[src/rtl/alu_cmd_ctrl.sv]
// Command front-end for the 12-bit combinational ALU: accepts a command, holds the
// ALU inputs for a settle time, captures Z/flags and hands them out over valid/ready.
module alu_cmd_ctrl #(
  parameter int unsigned W      = 12,
  parameter int unsigned SETTLE = 1,
  parameter int unsigned CNT_W  = 8
) (
  input  logic             clk,
  input  logic             rst,
  input  logic             cmd_valid,
  output logic             cmd_ready,
  input  logic [2:0]       cmd_op,
  input  logic [W-1:0]     cmd_a,
  input  logic [W-1:0]     cmd_b,
  input  logic             cmd_chain,
  output logic [W-1:0]     alu_a,
  output logic [W-1:0]     alu_b,
  output logic [2:0]       alu_op,
  input  logic [W-1:0]     alu_z,
  input  logic             alu_carry,
  input  logic             alu_sign,
  input  logic             alu_ov,
  output logic             res_valid,
  input  logic             res_ready,
  output logic [W-1:0]     res_z,
  output logic             res_carry,
  output logic             res_sign,
  output logic             res_ov,
  output logic             ov_sticky,
  input  logic             clr_sticky,
  output logic [CNT_W-1:0] op_count
);

  localparam int unsigned SW = 4;

  typedef enum logic [1:0] {
    IDLE    = 2'd0,
    DRIVE   = 2'd1,
    CAPTURE = 2'd2,
    HOLD    = 2'd3
  } state_t;

  state_t        state, state_next;
  logic [SW-1:0] settle_cnt, settle_cnt_next;
  logic [W-1:0]  acc;
  logic          load_cmd, do_capture, do_accept;

  // State and settle counter registers
  always_ff @(posedge clk) begin
    if (rst) begin
      state      <= IDLE;
      settle_cnt <= '0;
    end else begin
      state      <= state_next;
      settle_cnt <= settle_cnt_next;
    end
  end

  // Next-state logic and datapath strobes
  always_comb begin
    state_next      = state;
    settle_cnt_next = settle_cnt;
    load_cmd        = 1'b0;
    do_capture      = 1'b0;
    do_accept       = 1'b0;
    unique case (state)
      IDLE: begin
        if (cmd_valid) begin
          load_cmd        = 1'b1;
          settle_cnt_next = SW'(SETTLE - 1);
          state_next      = DRIVE;
        end
      end
      DRIVE: begin
        if (settle_cnt == '0) state_next = CAPTURE;
        else                  settle_cnt_next = settle_cnt - SW'(1);
      end
      CAPTURE: begin
        do_capture = 1'b1;
        state_next = HOLD;
      end
      HOLD: begin
        if (res_ready) begin
          do_accept  = 1'b1;
          state_next = IDLE;
        end
      end
      default: state_next = IDLE;
    endcase
  end

  // Registered handshakes, operand latch, result capture and bookkeeping
  always_ff @(posedge clk) begin
    if (rst) begin
      cmd_ready <= 1'b1;
      res_valid <= 1'b0;
      alu_a     <= '0;
      alu_b     <= '0;
      alu_op    <= '0;
      res_z     <= '0;
      res_carry <= 1'b0;
      res_sign  <= 1'b0;
      res_ov    <= 1'b0;
      acc       <= '0;
      ov_sticky <= 1'b0;
      op_count  <= '0;
    end else begin
      cmd_ready <= (state_next == IDLE);
      res_valid <= (state_next == HOLD);
      if (load_cmd) begin
        alu_op <= cmd_op;
        alu_b  <= cmd_b;
        alu_a  <= cmd_chain ? acc : cmd_a;
      end
      if (do_capture) begin
        res_z     <= alu_z;
        res_carry <= alu_carry;
        res_sign  <= alu_sign;
        res_ov    <= alu_ov;
        acc       <= alu_z;
      end
      if (do_accept) op_count <= op_count + CNT_W'(1);
      // A delivered overflow wins over a simultaneous clear
      if (do_accept && res_ov) ov_sticky <= 1'b1;
      else if (clr_sticky)     ov_sticky <= 1'b0;
    end
  end

endmodule

[config.mk]
export PLATFORM = sky130hd
export DESIGN_NAME = alu_cmd_ctrl
export DESIGN_NICKNAME = d
export VERILOG_FILES = /design/src/rtl/alu_cmd_ctrl.sv
export SDC_FILE = /design/constraint.sdc
export NUM_CORES = 1
export LEC_CHECK = 0
export ABC_CLOCK_PERIOD_IN_PS = 2200
export CAP_MARGIN = 15
export CORE_MARGIN = 2
export CORE_UTILIZATION = 29
export CTS_BUF_LIST = sky130_fd_sc_hd__clkbuf_4 sky130_fd_sc_hd__clkbuf_8 sky130_fd_sc_hd__clkbuf_16
export CTS_CLUSTER_SIZE = 16
export DETAILED_ROUTE_END_ITERATION = 6
export HOLD_SLACK_MARGIN = 0.12
export MAX_ROUTING_LAYER = met4
export PLACE_DENSITY = 0.66
export SETUP_SLACK_MARGIN = 0.15
export SLEW_MARGIN = 20
export SYNTH_ARGS = -nofsm -noshare
export SYNTH_HDL_FRONTEND = slang
export SYNTH_SLANG_ARGS = --single-unit
[constraint.sdc]
create_clock -name clk -period 2.2 [get_ports clk]
set_clock_uncertainty 0.1 [all_clocks]
set_input_delay 0.33 -clock clk [delete_from_list [all_inputs] [get_ports clk]]
set_output_delay 0.33 -clock clk [all_outputs]
set_load 0.03 [all_outputs]
* Yosys cells after proc, flatten, opt, wreduce, memory -nomap -nowiden
Index checks and enable logic that the tools add are counted.
Widths: inputs -> output; s select.
** Word-level totals
- Register bits after elaboration :: 59
- Word-level logic and storage cells :: 43
- Output and inout port bits :: 53
** Operators by class
- Mux-type cells :: 15
- Equality and inequality tests :: 6
- Reductions and logical operators :: 7
- $add $sub $neg :: 2
** Operators by type and width (number)
- $mux 12 :: 1
- $add 8x1->8 const B :: 1
- $mux 4 :: 2
- $pmux 2 s4 :: 1
- $pmux 4 s2 :: 1
- $mux 1 :: 7
- $eq 2x2->1 const B :: 3
- $mux 2 :: 3
- $logic_not 2->1 :: 2
- $logic_not 4->1 :: 1
- $ne 2x2->1 const B :: 2
- $reduce_bool 2->1 :: 2
- $sub 4x1->4 const B :: 1
- $reduce_and 3->1 :: 1
- $eq 2x1->1 const B :: 1
- $logic_and 1x1->1 :: 1

* Longest topological paths before layout
- Word-level depth :: 4
- Depth in mapped cells :: 5
- Depth with buffers taken out :: 5

* Worst setup path before layout
No wires, ideal clock.
- Kind :: flip-flop to flip-flop
- Start :: register settle_cnt[0]
- End :: register settle_cnt[3]
- Arrival :: 1.425 ns
- Stages on the path, launching flop included :: 6
- Library setup time :: 0.080 ns
- Slack :: 0.596 ns
- Cells stage by stage :: dfxtp_1 > inv_1 > ha_1 > nor4bb_1 > or4_1 > a211oi_2
** On the way
- Word-level cells in the longest chain between the ends :: 3
- Elaborated cells between the ends (all ways) :: 6
** RTL lines
- start, declared :: RTL line 44 : logic [SW-1:0] settle_cnt, settle_cnt_next;
- start signal, assigned :: RTL line 55 : settle_cnt <= settle_cnt_next;
- $sub 4x1->4 or $logic_not 4->1 (tied branches) :: RTL line 76, 75
- $mux 4 or $ne 2x2->1 (tied branches)
- $pmux 4 s2 or $reduce_and 3->1 (tied branches)
Several ways; a longest one is shown, not always the timed one. The select of a mux whose other input is x is not followed.
A chain may end at the register's enable or synchronous reset.

* Worst setup path in the final report
- Start :: register op_count[3]
- End :: output port op_count[3]
** RTL lines
- start, declared :: RTL line 31 : output logic [CNT_W-1:0] op_count
- start signal, assigned :: RTL line 122 : if (do_accept) op_count <= op_count + CNT_W'(1);
No word-level cell between the ends.

==> results.md <==
* Status: completed
* Initial core utilization at 30.1%
* Crit share post-route at 86.8%
* R2R cell count at 3
* Detail Route Antenna Nets at 0
* Util after Layout at 46.7%
* TNS Setup at 0 ps
* Fraction of the yosys area taken by sequential cells at 50.2%
* Hold Crit Class: reg2reg
* Fin area at 3640 um^2
* Cell Rows at 32
* Synth Register Bits at 59
* Placed cells at 459
* Num CTS Buffers at 9
* Required time of the critical path at 1770 ps
* CTS tree: yes
* Synth area leader: dfxtp_1
* Hold Vio Cnt, Final at 0
* Final net count at 418
* Slew Viols, Final at 0
* Pwr dens at 1100 nW/um^2
* CP Class: reg2out
* Clock sinks at 59
* Die Y at 94.1 um
* Root Buffer: clkbuf_8
* Post-Route WL at 5990 um
* Placer's final routability congestion estimate at 0.758
* Leak at 1.32 nW
* Area after DPL at 3450 um^2
* Main flop type after synthesis: dfxtp_1
* Maximum clock insertion buffer count at 2
* Post-synth top area share at 50.2%
* Family with the most delay on the worst path: buffers and inverters
* Max incr delay on CP at 710 ps
* H-tree lvl count at 3
* Max FO, Critical Path at 7
* I/O pins at 101
* Diodes inserted at 0
* Port bufs at 100
* Synthesized area at 2350 um^2
* Area occupied by multi-input gates at 1080 um^2
* Share of cells above drive strength 1 at 7.77%
* DR DRC count at 0
* Hold slack at 354 ps
* Synth Instances at 268
* RSZ-0062 raised after global routing: false
* Worst Tran Pin Value at 574 ps
* First-pass GRT wire length at 9580 um
* RR Startpoint: state[0]
* CTS-repair resized insts at 0
* Crit path cell chain: clkdlybuf4s50_1
* RR Endpoint: op_count[7]
* Min cycle time layout at 1910 ps
* Max_slew headroom at 61.7%
* Crit path max-delay cell type: clkdlybuf4s50_1
* Core Box Area at 7810 um^2
* Most frequent cells after synthesis: 64 x nand2_1, 59 x dfxtp_1, 41 x a21oi_1
* Initial antenna violation count at 0
* 1st-pass router iterations at 4
* R2r setup slk at 470 ps
* Total gr overflow at 0
* Filler cell count at 784
* Routed via count at 2196
* Highest Clock Rate at 524 MHz
* Clock Latency Late Sink at 330 ps
* Ranking of synthesized cells by area: dfxtp_1 50%, nand2_1 10%, a21oi_1 8.7%
* Final setup vio count at 0
* CP Buf/Inv Count at 1
* EDFF count, synth at 0
* Worst endpoint data arrival time at 1480 ps
* Die Wd at 94.1 um
* Global-route usage over all layers at 14.1%
* YS warnings at 0
* Synthesized area per cell at 8.78 um^2
* WHS Path Cells at 2
* Mapped Nets at 318
* Hold path start: alu_b[0]
* Synth cell types at 34
* Vias in the first global route at 2098
* Vias per cell at 4.62
* Largest net degree at the start of global routing at 44
* Hpwl dp at 4250 um
* Reg clk slew, reported paths at 70 ps
* Most frequent cell after synthesis: nand2_1
* Element type at the critical path end: output port
* Async S/R FF share, synth at 0%
* Seq. cell area at 1180 um^2
* Max Cap Viol at 0
* Peak supply drop at 0.000462 V
* Cts hold-fix bufs at 0
* Final non-filler cell total at 475
* Layout area overhead at 54.8%
* Hold endpoint: alu_b[0]
* Die footprint at 8850 um^2
* CP startpoint kind: flop
* DR iter-0 viols at 64
* Mean routed wirelength per cell at 12.6 um
* Post-CTS Setup Inserts at 0
-- worst max path at each step --
stage / startpoint / to / cells after the start
2_1_floorplan: settle_cnt[0] / settle_cnt[3] / 5
3_3_place_gp: cmd_valid / settle_cnt[2] / 4
3_5_place_dp: cmd_valid / settle_cnt[2] / 4
4_1_cts: op_count[3] / op_count[3] / 1
5_1_grt: op_count[3] / op_count[3] / 1
6_report: op_count[3] / op_count[3] / 1
-- sequential cells by signal (all words and copies together) (netlist names) --
| name | flops |
|---|---|
| cmd_ready | 1 |
| res_valid | 1 |
| acc | 12 |
| settle_cnt | 4 |
| op_count | 8 |
| state | 2 |
| res_ov | 1 |
| res_carry | 1 |
| ov_sticky | 1 |
| res_sign | 1 |
| alu_op | 3 |
| alu_a | 12 |
| alu_b | 12 |
-- cell families (layout without fill, tap and decap cells) --
logic type / after synthesis / count (layout) / synth area share (%)
fa+ha+maj: 2 / 2 / 1.06
flops: 59 / 59 / 50.2
simple gates: 107 / 107 / 21.5
xor+xnor: 2 / 2 / 0.745
buf+inv: 20 / 125 / 4.04
compound gates: 64 / 64 / 16.4
mux: 14 / 14 / 5.96
-- tightest hold or removal path, cell delays in order, from the launching register on --
cell	delay, ps
dfxtp_1	310
nand2_1	50
a21oi_1	50
-- report_power, final --
group	internal, mW	total, mW	switching (mW)
combinational	0.693	1.58	0.886
sequential	1.29	1.47	0.181
clock	0.544	0.955	0.411
-- per-layer routing --
metal  up-vias  track usage (%)  wire (um)
met4         0             6.16         98
met2        73             21.7       2650
met3         9             3.69        445
met1       985             17.5       2790
met5         -                -          0
li1       1129                -          -
-- placed cells by master (no fill, tap or decap), types with 2 or more instances in the layout --
cell and instances:
nand2b_1 3, a211oi_1 12, mux2i_1 14, nor2_1 16, nand4_1 4, or3_1 5
o31ai_1 3, dfxtp_1 59, o21ai_0 4, or4_1 3, a21oi_1 41, xor2_1 2
buf_4 5, clkbuf_8 9, ha_1 2, inv_1 3, clkinv_2 3, clkdlybuf4s50_1 99
clkbuf_4 2, nand2_1 64, nand3_1 3
-- through the flow --
step	power, mW	worst slack, ps
finish	4.01	291
global route	4.27	219
CTS	4.07	279
detailed placement	3.10	211
global placement	3.07	242
floorplan	2.50	596
-- layout make-up --
cell class              count  area share, %
well taps                 102           3.50
repair buffers            106           28.9
multi-input cells         189           29.5
flip-flops and latches     59           32.4
clock buffers              11           3.81
clock inverters             5           1.48
inverters                   3          0.309
Note: power is estimated with default switching activity, not from simulation.
==> patch 1: new RTL, same flow settings <==
Put one more register stage on the output `op_count`, cleared by the reset. The value now appears one clock later. The other outputs are not delayed to match.
--- a/src/rtl/alu_cmd_ctrl.sv
+++ b/src/rtl/alu_cmd_ctrl.sv
@@ -41,2 +41,4 @@
   } state_t;
+
+  logic [CNT_W-1:0] op_count_s0;
 
@@ -105,3 +107,3 @@
       ov_sticky <= 1'b0;
-      op_count  <= '0;
+      op_count_s0 <= '0;
     end else begin
@@ -121,3 +123,3 @@
       end
-      if (do_accept) op_count <= op_count + CNT_W'(1);
+      if (do_accept) op_count_s0 <= op_count_s0 + CNT_W'(1);
       // A delivered overflow wins over a simultaneous clear
@@ -128,2 +130,10 @@
 
+  always_ff @(posedge clk) begin
+    if (rst) begin
+      op_count <= '0;
+    end else begin
+      op_count <= op_count_s0;
+    end
+  end
+
 endmodule
Formal check against the unedited RTL: not equivalent (Yosys sat finds a counterexample within 10 cycles, from zero or initial values and one cycle with rst high).
==> patch 1 against the original RTL <==
  * Critical path depth unchanged
  * Design area up 6.9%
  * Setup slack better by 0.076 ns
  * First-iteration DRC count down 4.7%
  * Synthesized cell count up 6.3%
  * Final cell count up 5.1%
  * Wire length up 6.6%
  * Largest cell class unchanged
  * Total power up 7.9%
  * Critical endpoint is now res_z[4]
  * Area after synthesis up 8.6%
  * Sequential cell count up 8
  * Critical path type unchanged
==> patch 1: results (changes against the original RTL) <==
Outcome
  – Status: completed (unchanged)

Setup path
  – RR Endpoint: op_count_s0[4]$_SDFFE_PP0N_ (was op_count[7]$_SDFFE_PP0N_)
  – Worst R2R Setup Slack: 0.43 ns (was 0.47 ns)
  – CP max stage delay: 0.69 ns (was 0.71 ns)
  – CP arrival: 1.40 ns (was 1.48 ns)

Synth
  – Instance count of the mapped netlist: 285 (was 268)
  – Seq/Total Area, Yosys: 0.5252 (was 0.5021)
  – Synth top cells by count: dfxtp_1 (67), nand2_1 (66), a21oi_1 (37) (was nand2_1 (64), dfxtp_1 (59), a21oi_1 (41))
  – Mapped Nets: 335 (was 318)
  – Synth cell types: 33 (was 34)

Placed design
  – Final HPWL DP: 4628 microns (was 4245 microns)
  – Placed Cells: 483 (was 459)
  – RePlAce Congestion: 0.7659 (was 0.7578)

Global route
  – Largest net degree at the start of global routing: 36 (was 44)
  – Number of global-route vias before repair: 2,157 (was 2,098)

Route
  – Initial DRC Count: 61 (was 64)
  – Via count: 2,305 (was 2,196)
  – Vias/cell: 4.619 (was 4.623)
  – Drt total wl: 6381 microns (was 5987 microns)

Min path
  – Hold path start: res_sign$_SDFFE_PP0N_ (was alu_b[0]$_SDFFE_PP0P_)

Pwr
  – Pleak: 0.001438 uW (was 0.001320 uW)
  – P_int: 2796 uW (was 2530 uW)
  – Max VDD drop: 0.3953 mV (was 0.4625 mV)

Timing
  – Worst-Margin Slew: 0.6383 ns (was 0.5740 ns)

Finish
  – Layout net count: 436 (was 418)
[patch 1: metrics by stage]
stage | cell area [sq um] | setup slack [ns] | total power [uW] | hold slack, ns
5_1_grt | 3894 | 0.3061 | 4595 | 0.3802
6_report | 3894 | 0.3675 | 4326 | 0.3583
3_5_place_dp | 3667 | 0.2114 | 3233 | 0.3510
2_1_floorplan | 2554 | 0.5961 | 2636 | 0.3109
3_3_place_gp | 3667 | 0.2531 | 3199 | 0.3453
4_1_cts | 3894 | 0.3452 | 4391 | 0.3609
[patch 1: routing by layer]
| metal | vias to the layer above | global-route usage | share of wire | routed length [microns] |
|---|---|---|---|---|
| li1 | 1174 | - | - | - |
| met1 | 1061 | 0.1779 | 0.46 | 2967 |
| met2 | 64 | 0.2034 | 0.47 | 2973 |
| met3 | 6 | 0.04939 | 0.061 | 390 |
| met4 | 0 | 0.04808 | 0.0077 | 49 |
| met5 | - | - | 0 | 0 |
[patch 1: cells by family after synthesis]
logic type	after synthesis	synth area share
fa+ha+maj	2	0.009798
buf+inv	21	0.03968
mux	16	0.06369
xor+xnor	2	0.006861
flops	67	0.5252
simple gates	119	0.2171
compound gates	58	0.1377
[patch 1: power by group through the flow]
stage               registers, uW  logic (uW)  clock network [uW]
floorplan                    1920         714                   0
global placement             1640        1560                   0
detailed placement           1650        1590                   0
CTS                          1620        1590                1180
global route                 1650        1710                1230
finish                       1620        1570                1130
[patch 1: layout make-up]
type	count	area, sq um
multi-input combinational	197	1111
fill	821	4742
clock buffer	10	137.6
inverter	3	11.26
timing repair buffer	108	1069
sequential	67	1341
clock inverter	6	88.84
tap	108	135.1
[patch 1: worst max path at each step]
| stage | startpoint | end | depth (start not counted) |
|---|---|---|---|
| 3_3_place_gp | cmd_valid | alu_b[1]$_SDFFE_PP0P_ | 4 |
| 3_5_place_dp | cmd_valid | alu_b[9]$_SDFFE_PP0P_ | 4 |
| 6_report | acc[4]$_SDFFE_PP0N_ | res_z[4] | 1 |
| 2_1_floorplan | settle_cnt[0]$_SDFFE_PP0P_ | settle_cnt[3]$_SDFFE_PP0P_ | 5 |
| 5_1_grt | acc[10]$_SDFFE_PP0N_ | res_z[10] | 1 |
| 4_1_cts | acc[4]$_SDFFE_PP0N_ | res_z[4] | 1 |
==> patch 2: new RTL, config.mk and constraints unchanged <==
Without the edit above. The parameter `W` goes from 12 to 14.
--- a/src/rtl/alu_cmd_ctrl.sv
+++ b/src/rtl/alu_cmd_ctrl.sv
@@ -3,3 +3,3 @@
 module alu_cmd_ctrl #(
-  parameter int unsigned W      = 12,
+  parameter int unsigned W      = 14,
   parameter int unsigned SETTLE = 1,
Ports: changed (6 resized); port bits go from 101 to 113. The function was not compared with the original's and may differ.
==> patch 2 against the original RTL <==
  * Area after synthesis increased by 9.9%
  * Setup slack got worse by 0.0072 ns
  * Critical path depth unchanged
  * Design area increased by 11%
  * Wire length increased by 13%
  * Total power increased by 16%
  * Sequential cell count increased by 6
  * Worst hold slack got worse by 0.074 ns
==> patch 2: results (changes against the original RTL) <==
Outcome
  – Status: completed (unchanged)

Pwr
  – Pleak: 0.001469 uW (was 0.001320 uW)
  – Power of the sequential group: 1610 uW (was 1470 uW)
  – Logic pwr share: 0.385 (was 0.394)
  – Switch share: 0.3542 (was 0.3689)
  – Clk pwr share: 0.267 (was 0.238)

Route
  – TritonRoute pass-1 iters: 5 (was 4)
  – Wire length on met3: 351 microns (was 445 microns)
  – Metal1 wirelength: 3137 microns (was 2794 microns)
  – Avg WL per Cell: 13.01 microns (was 12.60 microns)
  – Met2 routed WL: 3213 microns (was 2648 microns)
  – Initial DRC Count: 60 (was 64)

Synth
  – Synth top cells by count: nand2_1 (73), dfxtp_1 (65), a21oi_1 (46) (was nand2_1 (64), dfxtp_1 (59), a21oi_1 (41))
  – Post-synthesis mux area share: 0.06196 (was 0.05957)
  – Compound-Gate Fraction of Synth Area: 0.1651 (was 0.1644)
  – Xor/xnor share of the synthesized area: 0.003388 (was 0.007447)
  – Adder-Cell Fraction of Synth Area: 0.009681 (was 0.01064)
  – Seq/Total Area, Yosys: 0.5034 (was 0.5021)

Global route
  – Met1 Use GR: 0.1784 (was 0.1751)
  – Met3 Use GR: 0.03759 (was 0.03692)
  – Total track usage: 0.1451 (was 0.1411)
  – Number of global-route vias before repair: 2,356 (was 2,098)
  – GRT met2 Usage: 0.2318 (was 0.2167)

Setup path
  – Reg2reg path depth: 5 (was 3)

Placed design
  – Final HPWL DP: 4961 microns (was 4245 microns)
  – Setup WS pre-CTS: 0.1907 ns (was 0.2114 ns)

Finish
  – Multi-input gates: 208 (was 189)
  – Clk cell area share: 0.06113 (was 0.05290)
  – Top flop regs: acc (14), alu_a (14), alu_b (14) (was acc (12), alu_a (12), alu_b (12))
  – Seq cells: 65 (was 59)
  – Layout net count: 463 (was 418)

Timing
  – Max_slew headroom: 0.6388 (was 0.6173)
[patch 2: cell count changes after synthesis, sizes merged]
cell    before  now
or2          0    1
nor2        16   17
clkbuf       5    8
buf         12   14
mux2i       14   16
dfxtp       59   65
a21oi       41   46
xor2         2    1
nor2b        1    2
and2b        1    0
a211oi      13   15
nand2       64   73
[patch 2: stage by stage]
stage | cell area, sq um | cells
finish | 4053 | 520
global route | 4053 | 520
CTS | 4053 | 520
detailed placement | 3805 | 504
global placement | 3805 | 504
floorplan | 2585 | 298
[patch 2: worst paths after layout]
path,end,start,slack [ns]
setup reg to reg,settle_cnt[3]$_SDFFE_PP0P_,settle_cnt[0]$_SDFFE_PP0P_,0.50
setup / recovery,op_count[3],op_count[3]$_SDFFE_PP0N_,0.28
hold reg to reg,res_sign$_SDFFE_PP0N_,res_sign$_SDFFE_PP0N_,0.35
hold / removal,alu_b[0]$_SDFFE_PP0P_,rst,0.28
